--- src/rtl/quadencoderz3.sv ---
// Quadrature encoder counter with synchronised, glitch-filtered A/B/Z inputs,
// index-armed zeroing, index position latch, revolution counter and sticky error.

module quadencoderz3_input #(
   parameter int unsigned FILTER = 3
) (
   input  logic clk,
   input  logic rst_n,
   input  logic pin,
   output logic raw,
   output logic filt
);
   localparam int unsigned RUN_W = 8;

   logic meta;

   // Two-flop synchroniser for an input asynchronous to clk
   always_ff @(posedge clk) begin
      if (!rst_n) begin
         meta <= 1'b0;
         raw  <= 1'b0;
      end else begin
         meta <= pin;
         raw  <= meta;
      end
   end

   generate
      if (FILTER == 0) begin : g_bypass
         assign filt = raw;
      end else begin : g_filter
         logic [RUN_W-1:0] run;
         logic             filt_q;

         // Output follows raw only after FILTER consecutive differing cycles
         always_ff @(posedge clk) begin
            if (!rst_n) begin
               run    <= '0;
               filt_q <= 1'b0;
            end else if (raw != filt_q) begin
               if (run == RUN_W'(FILTER - 1)) begin
                  filt_q <= raw;
                  run    <= '0;
               end else begin
                  run <= run + RUN_W'(1);
               end
            end else begin
               run <= '0;
            end
         end

         assign filt = filt_q;
      end
   endgenerate
endmodule

module quadencoderz3 #(
   parameter int unsigned BITS      = 32,
   parameter int unsigned QUAD_TYPE = 0,
   parameter int unsigned FILTER    = 3,
   parameter int unsigned REV_BITS  = 16
) (
   input  logic                       clk,
   input  logic                       rst_n,
   input  logic                       a,
   input  logic                       b,
   input  logic                       z,
   input  logic                       index_enable,
   input  logic                       err_clr,
   output logic                       index_out,
   output logic                       raw_a,
   output logic                       raw_b,
   output logic                       raw_z,
   output logic signed [BITS-1:0]     position,
   output logic signed [BITS-1:0]     index_position,
   output logic signed [REV_BITS-1:0] revs,
   output logic                       error
);
   typedef enum logic [1:0] {
      S_IDLE  = 2'd0,
      S_ARMED = 2'd1,
      S_DONE  = 2'd2
   } state_t;

   state_t                 state;
   logic                   fa, fb, fz;
   logic                   pa, pb, pz;
   logic                   last_dir;
   logic signed [BITS-1:0] count;

   logic a_chg_c, b_chg_c, step_c, illegal_c, up_c, zr_c, take_index_c;

   quadencoderz3_input #(.FILTER(FILTER)) u_in_a (
      .clk(clk), .rst_n(rst_n), .pin(a), .raw(raw_a), .filt(fa)
   );
   quadencoderz3_input #(.FILTER(FILTER)) u_in_b (
      .clk(clk), .rst_n(rst_n), .pin(b), .raw(raw_b), .filt(fb)
   );
   quadencoderz3_input #(.FILTER(FILTER)) u_in_z (
      .clk(clk), .rst_n(rst_n), .pin(z), .raw(raw_z), .filt(fz)
   );

   // Edge detection against the previous filtered values
   always_ff @(posedge clk) begin
      if (!rst_n) begin
         pa <= 1'b0;
         pb <= 1'b0;
         pz <= 1'b0;
      end else begin
         pa <= fa;
         pb <= fb;
         pz <= fz;
      end
   end

   always_comb begin
      a_chg_c      = fa ^ pa;
      b_chg_c      = fb ^ pb;
      step_c       = a_chg_c ^ b_chg_c;
      illegal_c    = a_chg_c & b_chg_c;
      up_c         = fa ^ pb;
      zr_c         = fz & ~pz;
      take_index_c = (state == S_ARMED) && zr_c;
   end

   // Index arming: index_out is high only while ARMED
   always_ff @(posedge clk) begin
      if (!rst_n) begin
         state     <= S_IDLE;
         index_out <= 1'b0;
      end else begin
         case (state)
            S_IDLE: begin
               if (index_enable) begin
                  state     <= S_ARMED;
                  index_out <= 1'b1;
               end
            end
            S_ARMED: begin
               if (zr_c) begin
                  state     <= S_DONE;
                  index_out <= 1'b0;
               end else if (!index_enable) begin
                  state     <= S_IDLE;
                  index_out <= 1'b0;
               end
            end
            S_DONE: begin
               if (!index_enable) begin
                  state <= S_IDLE;
               end
            end
            default: begin
               state     <= S_IDLE;
               index_out <= 1'b0;
            end
         endcase
      end
   end

   // Position count; a taken index overrides a same-cycle step
   always_ff @(posedge clk) begin
      if (!rst_n) begin
         count    <= '0;
         last_dir <= 1'b0;
      end else begin
         if (step_c) begin
            last_dir <= up_c;
         end
         if (take_index_c) begin
            count <= '0;
         end else if (step_c) begin
            count <= up_c ? count + BITS'(1) : count - BITS'(1);
         end
      end
   end

   // Index latch and revolution count use the pre-update count and direction
   always_ff @(posedge clk) begin
      if (!rst_n) begin
         index_position <= '0;
         revs           <= '0;
      end else if (zr_c) begin
         index_position <= count;
         revs           <= last_dir ? revs + REV_BITS'(1) : revs - REV_BITS'(1);
      end
   end

   // Sticky error; a new illegal transition beats a simultaneous clear
   always_ff @(posedge clk) begin
      if (!rst_n) begin
         error <= 1'b0;
      end else if (illegal_c) begin
         error <= 1'b1;
      end else if (err_clr) begin
         error <= 1'b0;
      end
   end

   assign position = count >>> QUAD_TYPE;
endmodule
--- config.mk ---
export PLATFORM = sky130hd
export DESIGN_NAME = quadencoderz3
export DESIGN_NICKNAME = d
export VERILOG_FILES = /design/src/rtl/quadencoderz3.sv
export SDC_FILE = /design/constraint.sdc
export NUM_CORES = 1
export LEC_CHECK = 0
export CAP_MARGIN = 20
export CORE_MARGIN = 3
export CORE_UTILIZATION = 25
export CTS_CLUSTER_DIAMETER = 120
export CTS_CLUSTER_SIZE = 28
export DETAILED_ROUTE_END_ITERATION = 8
export PLACE_DENSITY = 0.54
export SKIP_CTS_REPAIR_TIMING = 1
export SLEW_MARGIN = 20
export SYNTH_ARGS = -nofsm -noshare
export SYNTH_HDL_FRONTEND = slang
export SYNTH_SLANG_ARGS = --single-unit
--- constraint.sdc ---
create_clock -name clk -period 3.9 [get_ports clk]
set_input_delay 0.78 -clock clk [delete_from_list [all_inputs] [get_ports clk]]
set_output_delay 0.78 -clock clk [all_outputs]
set_load 0.01 [all_outputs]
Word level (Yosys, flattened, before mapping):

Cells that the tools add are included.

* bits in writable memories: 0
* output and inout bits: 85
* logic and storage cells: 74
* bits in latches: 0
* memory bits (read-only): 0
* memories: 0
* bits in registers: 121
* input port bits: 7

* multiplexer cells: 12
* bitwise gates (word level): 12
* $lt $le $gt $ge: 0
* shift operators: 0
* reductions and logical operators: 11
* multipliers: 0
* add/subtract/negate cells: 7
* divide/modulo/power cells: 0
* eq/ne operators: 10

Operators with widths (number)
* adder 32 x 2 -> 32 bit (second input constant): 1
* 2-to-1 mux 32 bit: 1
* subtractor 32 x 2 -> 32 bit (second input constant): 1
* adder 8 x 1 -> 8 bit (second input constant): 3
* == test 8 x 2 -> 1 bit (second input constant): 3
* adder 16 x 2 -> 16 bit (second input constant): 1
* 2-to-1 mux 16 bit: 1
* subtractor 16 x 2 -> 16 bit (second input constant): 1
* OR reduction 3 bit: 3
* 2-to-1 mux 2 bit: 3
* NOT 1 bit: 6
* one-hot mux 2 bit (3 select lines): 1
* AND reduction 2 bit: 3
* 2-to-1 mux 1 bit: 5
* XOR 1 bit: 4
* != test 1 bit: 3
* != test 3 bit (second input constant): 1
* one-hot mux 1 bit (3 select lines): 1
* AND reduction 3 bit: 1
* AND 1 bit: 2
* == test 2 x 1 -> 1 bit (second input constant): 1
* == test 2 bit (second input constant): 1
* logical NOT 2 bit: 1
* != test 2 bit (second input constant): 1
* 3 further kinds: 3

Logic depth before layout (Yosys ltp):

Gate-level depths: netlist of run 1.

* depth after elaboration: 4
* depth in mapped cells: 13

Hierarchy:

A second synthesis of run 1 with hierarchy kept.

* cells, all modules: 853
* area, all modules: 6636.4 um^2

Modules (own cells, without submodules)
* quadencoderz3: times used 1, area an instance 5277.6 um^2, cells an instance 709
* quadencoderz3_input: times used 3, area an instance 452.9 um^2, cells an instance 48

Worst setup path before layout of run 1:

No wires, ideal clock.

* path type: register -> register
* start: register u_in_a.g_filter.filt_q (netlist: u_in_a.filt)
* end: register count[12] (netlist: position[12])
* stages on the path, launching flop included: 14
* data arrival time: 2.955 ns
* path buffers: 4
* setup slack: 0.830 ns
* library setup time: 0.116 ns
* data required time: 3.784 ns
* cells stage by stage: dfxtp_1 > buf_6 > xor2_1 > buf_2 > buf_2 > buf_1 > xnor2_1 > ha_1 > or3_1 > a21o_1 > a311o_1 > mux2i_1 > a21oi_1 > a31o_1

* word-level cells in the longest chain between the ends: 2
* elaborated cells on any way between the ends: 4
* classes of those cells: mux (1); bitwise (3)

RTL lines
* start: declaration: RTL line 33 `logic filt_q;`
* start signal: assignment: RTL line 42 `filt_q <= raw;`
* XOR 1 bit, on equally long branches: RTL line 121, 117
* 2-to-1 mux 32 bit / XOR 1 bit (equally long branches): RTL line 173, 119
* end signal: assignment: RTL line 173 `count <= up_c ? count + BITS'(1) : count - BITS'(1);`
* end: declaration: RTL line 89 `logic signed [BITS-1:0] count;`

Parallel ways exist; a longest one is shown, timed or not.
A chain may end at the register's enable or synchronous reset.

Worst setup path after layout of run 1:

* start: register u_in_a.g_filter.filt_q (netlist: u_in_a.filt)
* end: register count[27] (netlist: position[27])

The elaborated chain is that of the path after synthesis.

==> impl_metrics.yaml, run 1 <==
setup_path:
  setup.reg_to_reg.worst_slack_ns: 1.09
  worstSetupEndpointType: "register"
  required_ns: 4.24
  setup.worst_path.start_class: "register"
  critical_path.slowest_cell: "sky130_fd_sc_hd__xnor2_4"
  longest_individual_stage_delay_on_the_worst_path_ns: 0.86
  path_cells: "xnor2_4 -> mux2i_1 -> o21ai_1 -> or4_1 -> and3b_1 -> nor3_1"
  worst-endpoint-arrival_ns: 3.15
  cp-startpoint: "u_in_a.filt"
  critical_path_class: "register to register"
  cp_max_fo: 35
  r2r-start: "u_in_a.filt"
  cell_depth_of_the_worst_flop_to_flop_path: 6
timing:
  setup_viol: 0
  rsz0062_at_grt: "no"
  setup_total_negative_slack_ns: 0
  timing.max_slew.rel_slack_pct: 31.8
  report.final.slew_viol_count: 0
  max_slew.worst_pin.slew_ns: 1.02
  number_of_hold_slack_violations_in_the_final_timing_report: 0
  final_min_period_over_clock_period_pct: 72.1
  fin_skew_ns: 0.00643
  final_worst_hold_slack_ns: 0.434
  max_freq_ghz: 0.356
  finalWorstPathRequiredPeriod_ns: 2.81
global_route:
  gr-usage-all-layers_pct: 13.9
  antenna_found_initial: 0
  grt_overflow: 0
  grt_max_degree: 73
  global_route_wire_length_before_repair_um: 32800
  grt_pass1_vias: 6176
power:
  clock_power_share_pct: 54.7
  cellPowerDensity_mw_per_mm2: 339
  finalPower_mw: 2.93
  comb_power_share_pct: 2.7
  power.switching_uw: 700
  power.internal_mw: 2.23
  power_switching_share_pct: 23.9
  sequentialPowerShare_pct: 42.6
  vdd.ir_drop.worst_v: 0.000202
  p_leak_nw: 3.19
routing:
  drt_first_pass_iters: 5
  route.vias.total: 6462
  drt-total-wl_um: 20400
  drc: 0
  drt-wirelength-per-cell_um: 16.0
  detail-route-antenna-nets: 0
  detailedRoute.firstIterationViolations: 596
  drt-vias-per-instance: 5.07
synthesis:
  synthFlopType: "sky130_fd_sc_hd__dfxtp_1"
  synth_top_area_cell: "sky130_fd_sc_hd__dfxtp_1"
  leading_cell_type_by_number_of_instances_after_synthesis: "sky130_fd_sc_hd__dfxtp_1"
  yosys.area.top_type_share_pct: 35.1
  synth_area_mm2: 0.00689
  synthTopCellsByCount: "sky130_fd_sc_hd__dfxtp_1, sky130_fd_sc_hd__nand2_1, sky130_fd_sc_hd__nor2_1, sky130_fd_sc_hd__nand3_1, sky130_fd_sc_hd__clkbuf_1"
  syn_avg_cell_area_um2: 7.99
  async_flop_share_pct: 0
  synth_enable_flop_cells: 0
  netlist_instances: 862
  synthDistinctLibCells: 71
  synth.area.top_cells: "sky130_fd_sc_hd__dfxtp_1, sky130_fd_sc_hd__nand2_1, sky130_fd_sc_hd__nor2_1"
  syn-num-nets: 892
  synth-seq-area-share_pct: 35.1
  synth.yosys.warnings: 0
  ys_seq_elements: 121
layout:
  final_design_instance_area_without_fill_mm2: 0.00865
  final_layout_size_suffix_gt1_share_pct: 6.32
  nNetsFinal: 951
  post-route-util_pct: 32.0
  antenna-diode-count: 0
  flow.area_growth_from_synthesis_pct: 25.5
clocking:
  cts_root_buffer: "sky130_fd_sc_hd__clkbuf_16"
  cts_htree_levels: 4
  clkLatencyLatePin_ns: 0.42
  tritoncts_num_sinks: 121
  worst_setup_hold_path_clk_slew_ns: 0.06
  clk_buf_depth: 2
  tritoncts: "yes"
  numCtsBuffers: 17
floorplan:
  die_area_mm2: 0.0296
  core.rowCount: 60
  pin_count: 92
  fp.dieW_um: 172
  die-height_um: 172
  start_util_pct: 25.5
  fp.coreArea_mm2: 0.0270
placement:
  detailedPlacementHpwl_um: 14100
  numPortBuffers: 91
  placed_area_mm2: 0.00806
  gp_routability_congestion: 0.918
min_path:
  worst_hold_path.num_cells: 1
  hold_class: "register to register"
  min_from: "u_in_a.meta"
run:
  max_cap_violations: 0
run_status:
  run_status: "finished clean"
## state kept, by name, summed over array words and instances (netlist names), 2 cells and up
name / cells
state: 2
revs: 16
u_in_b.g_filter.run: 8
u_in_z.g_filter.run: 8
u_in_a.g_filter.run: 8
index_position: 32
position: 32
## layer usage
metal | track usage [%] | vias to the layer above | share of wire [%]
li1 | - | 3202 | -
met1 | 18.8 | 3016 | 48
met2 | 21.7 | 208 | 44
met3 | 3.68 | 36 | 6.4
met4 | 4.55 | 0 | 2.3
met5 | 0 | - | 0
## placed cells by master, fill, tap and decap left out, drive strengths merged, types with 32 or more instances in the layout
cell	synthesis	final
a21boi	36	36
clkdlybuf4s50	0	90
nor3	33	33
dfxtp	121	121
xor2	32	32
nand2	108	108
nand3	46	46
nor2	80	80
o21ai	44	44
## worst paths after layout
path                  endpoint
setup / recovery  position[27]
hold / removal      u_in_a.raw
setup reg to reg  position[27]
hold reg to reg     u_in_a.raw
## critical path, delay by kind of cell, from the launching register on
kind / cells / cell delay [ns]
AND/OR/NAND/NOR: 3 / 0.89
XOR/XNOR: 1 / 0.86
multiplexers: 1 / 0.32
AO/OA/AOI/OAI: 1 / 0.22
flip-flops: 1 / 0.43
## kinds of logic (layout without fill, tap and decap cells)
kind of cell,after synthesis,count (layout),share of synthesized area (%)
flip-flops,121,121,35.1
XOR/XNOR,54,54,6.97
AND/OR/NAND/NOR,398,398,29.0
AO/OA/AOI/OAI,174,174,17.2
buffers and inverters,73,145,4.50
multiplexers,19,19,2.85
adder cells (fa/ha/maj),23,23,4.28
## layout make-up
class / count / area, um^2
tap: 341 / 427
clock buffer: 18 / 429
inverter: 14 / 52.6
timing repair buffer: 99 / 966
clock inverter: 14 / 161
sequential: 121 / 2420
multi-input combinational: 668 / 4190
fill: 2876 / 18400
## power groups by stage
stage | sequential [mW] | combinational [mW] | clock, mW
2_1_floorplan | 1.27 | 0.0504 | 0
3_3_place_gp | 1.28 | 0.0786 | 0
3_5_place_dp | 1.28 | 0.0790 | 0
4_1_cts | 1.25 | 0.0794 | 1.66
5_1_grt | 1.25 | 0.0873 | 1.71
6_report | 1.25 | 0.0789 | 1.60
## stage by stage
| step | setup WS (ns) | std cells |
|---|---|---|
| 2_1_floorplan | 0.830 | 862 |
| 3_3_place_gp | 1.14 | 1243 |
| 3_5_place_dp | 1.10 | 1243 |
| 4_1_cts | 1.09 | 1275 |
| 5_1_grt | 0.818 | 1275 |
| 6_report | 1.09 | 1275 |
(Power assumes the default switching activity.)
==> run 2, diff against run 1 <==
==> constraint.sdc (replaced) <==
create_clock -name clk -period 2.59 [get_ports clk]
set_input_delay 0.518 -clock clk [delete_from_list [all_inputs] [get_ports clk]]
set_output_delay 0.518 -clock clk [all_outputs]
set_load 0.01 [all_outputs]
==> impl_metrics.yaml, run 2 (synthesis gave the netlist of run 1 again) <==
setup_path:
  path_cells: "xor2_2 -> xnor2_1 -> ha_2 -> or3_1 -> a21o_1 -> a311o_1 -> mux2i_1 -> a21oi_1 -> a31o_1"
  cp_max_fo: 4
  critical_path_class: "register to register"
  worst-endpoint-arrival_ns: 2.78
  worstSetupEndpointType: "register"
  setup.worst_path.start_class: "register"
  critical_path.slowest_cell: "sky130_fd_sc_hd__or3_1"
  required_ns: 2.91
  longest_individual_stage_delay_on_the_worst_path_ns: 0.37
min_path:
  hold_class: "register to register"
placement:
  placed_area_mm2: 0.00851
  gp_routability_congestion: 0.922
  detailedPlacementHpwl_um: 16100
  dpl.cell_count: 1299
  numPortBuffers: 91
  preCtsSetupSlack_ns: 0.0470
power:
  p_leak_nw: 3.49
  cellPowerDensity_mw_per_mm2: 484
  vdd.ir_drop.worst_v: 0.000404
timing:
  final_worst_hold_slack_ns: 0.435
  final_min_period_over_clock_period_pct: 95.2
  max_freq_ghz: 0.406
  number_of_hold_slack_violations_in_the_final_timing_report: 0
  setup_viol: 0
  timing.max_slew.rel_slack_pct: 48.5
  timing.final.ws_setup_ns: 0.125
  report.final.slew_viol_count: 0
  finalWorstPathRequiredPeriod_ns: 2.46
  setup_total_negative_slack_ns: 0
  rsz0062_at_grt: "no"
  max_slew.worst_pin.slew_ns: 0.772
  fin_skew_ns: 0.00780
layout:
  mostFrequentLayoutCells: "sky130_fd_sc_hd__dfxtp_1, sky130_fd_sc_hd__nand2_1, sky130_fd_sc_hd__clkdlybuf4s50_1"
  layout_commonest_cell: "sky130_fd_sc_hd__dfxtp_1"
  stdcell_count: 1332
  nNetsFinal: 1009
  final_design_instance_area_without_fill_mm2: 0.00914
  final_layout_size_suffix_gt1_share_pct: 12.6
  antenna-diode-count: 0
  flow.area_growth_from_synthesis_pct: 32.6
routing:
  detail-route-antenna-nets: 0
  wl_met2_um: 10300
  drt-wirelength-per-cell_um: 16.8
  met1Wirelength_um: 10400
  drt-total-wl_um: 22400
  met3_length_um: 1420
  detailedRoute.firstIterationViolations: 554
  drt-vias-per-instance: 5.10
  drt_first_pass_iters: 5
  routed.top_layer: "met4"
  route.vias.total: 6790
  drc: 0
floorplan:
  die-height_um: 172
  die_area_mm2: 0.0296
  fp.coreArea_mm2: 0.0270
  core.rowCount: 60
  fp.dieW_um: 172
  start_util_pct: 25.5
  pin_count: 92
global_route:
  grt_pass1_vias: 6340
  grt_max_degree: 44
  antenna_found_initial: 0
  global_route_wire_length_before_repair_um: 35100
  grt_overflow: 0
  gr-usage-all-layers_pct: 15.1
clocking:
  cts_root_buffer: "sky130_fd_sc_hd__clkbuf_16"
  tritoncts: "yes"
  clkLatencyLatePin_ns: 0.42
  clk_buf_depth: 2
  numCtsBuffers: 17
  worst_setup_hold_path_clk_slew_ns: 0.06
  cts_htree_levels: 4
  tritoncts_num_sinks: 121
run:
  max_cap_violations: 0
run_status:
  run_status: "finished clean"
[run 2: changes by cell type in the layout (fill, tap and decap cells not counted), moves of 2 or more]
cell	previous run	this run
sky130_fd_sc_hd__inv_6	6	0
sky130_fd_sc_hd__buf_12	0	2
sky130_fd_sc_hd__clkinv_2	1	5
sky130_fd_sc_hd__buf_4	8	64
sky130_fd_sc_hd__a211oi_1	7	3
sky130_fd_sc_hd__a211oi_2	0	4
[run 2: stage by stage]
stage               util [%]  power, mW
finish                  33.8       4.42
global route            33.8       4.58
CTS                     33.6       4.49
detailed placement      31.5       2.05
global placement        31.5       2.05
floorplan                  -       2.00
[run 2: worst paths after layout]
| kind | from | endpoint | slack, ns | cells after the start |
|---|---|---|---|---|
| worst max-delay path | u_in_a.filt | position[12] | 0.13 | 9 |
| worst min-delay path | u_in_b.meta | u_in_b.raw | 0.43 | 1 |
| worst max register to register | u_in_a.filt | position[12] | 0.13 | 9 |
| worst min register to register | u_in_b.meta | u_in_b.raw | 0.43 | 1 |
[run 2: where the power goes]
part	internal (mW)	switching, mW
registers	1.87	0.00940
logic	0.0549	0.0716
clock network	1.50	0.919
[run 2: worst max-delay path: cells and delay by family (launching register included)]
family | cells | cell delay (ns)
DFF | 1 | 0.36
muxes | 1 | 0.21
AOI/OAI and AO/OA | 4 | 0.85
xor gates and xnor gates | 2 | 0.36
adders and majority gates | 1 | 0.20
and+or+nand+nor | 1 | 0.37
[run 2: routing by layer]
| metal | vias to the layer above | global-route usage (%) |
|---|---|---|
| li1 | 3317 | - |
| met1 | 3228 | 20.7 |
| met2 | 222 | 24.0 |
| met3 | 23 | 3.77 |
| met4 | 0 | 3.78 |
| met5 | - | 0 |
[run 2: layout make-up]
cell class,instances,area [um^2]
clock inverter,13,155
clock buffer,18,429
multi-input combinational,668,4230
tap,341,427
inverter,14,52.6
sequential,121,2420
fill,2851,17900
timing repair buffer,157,1430
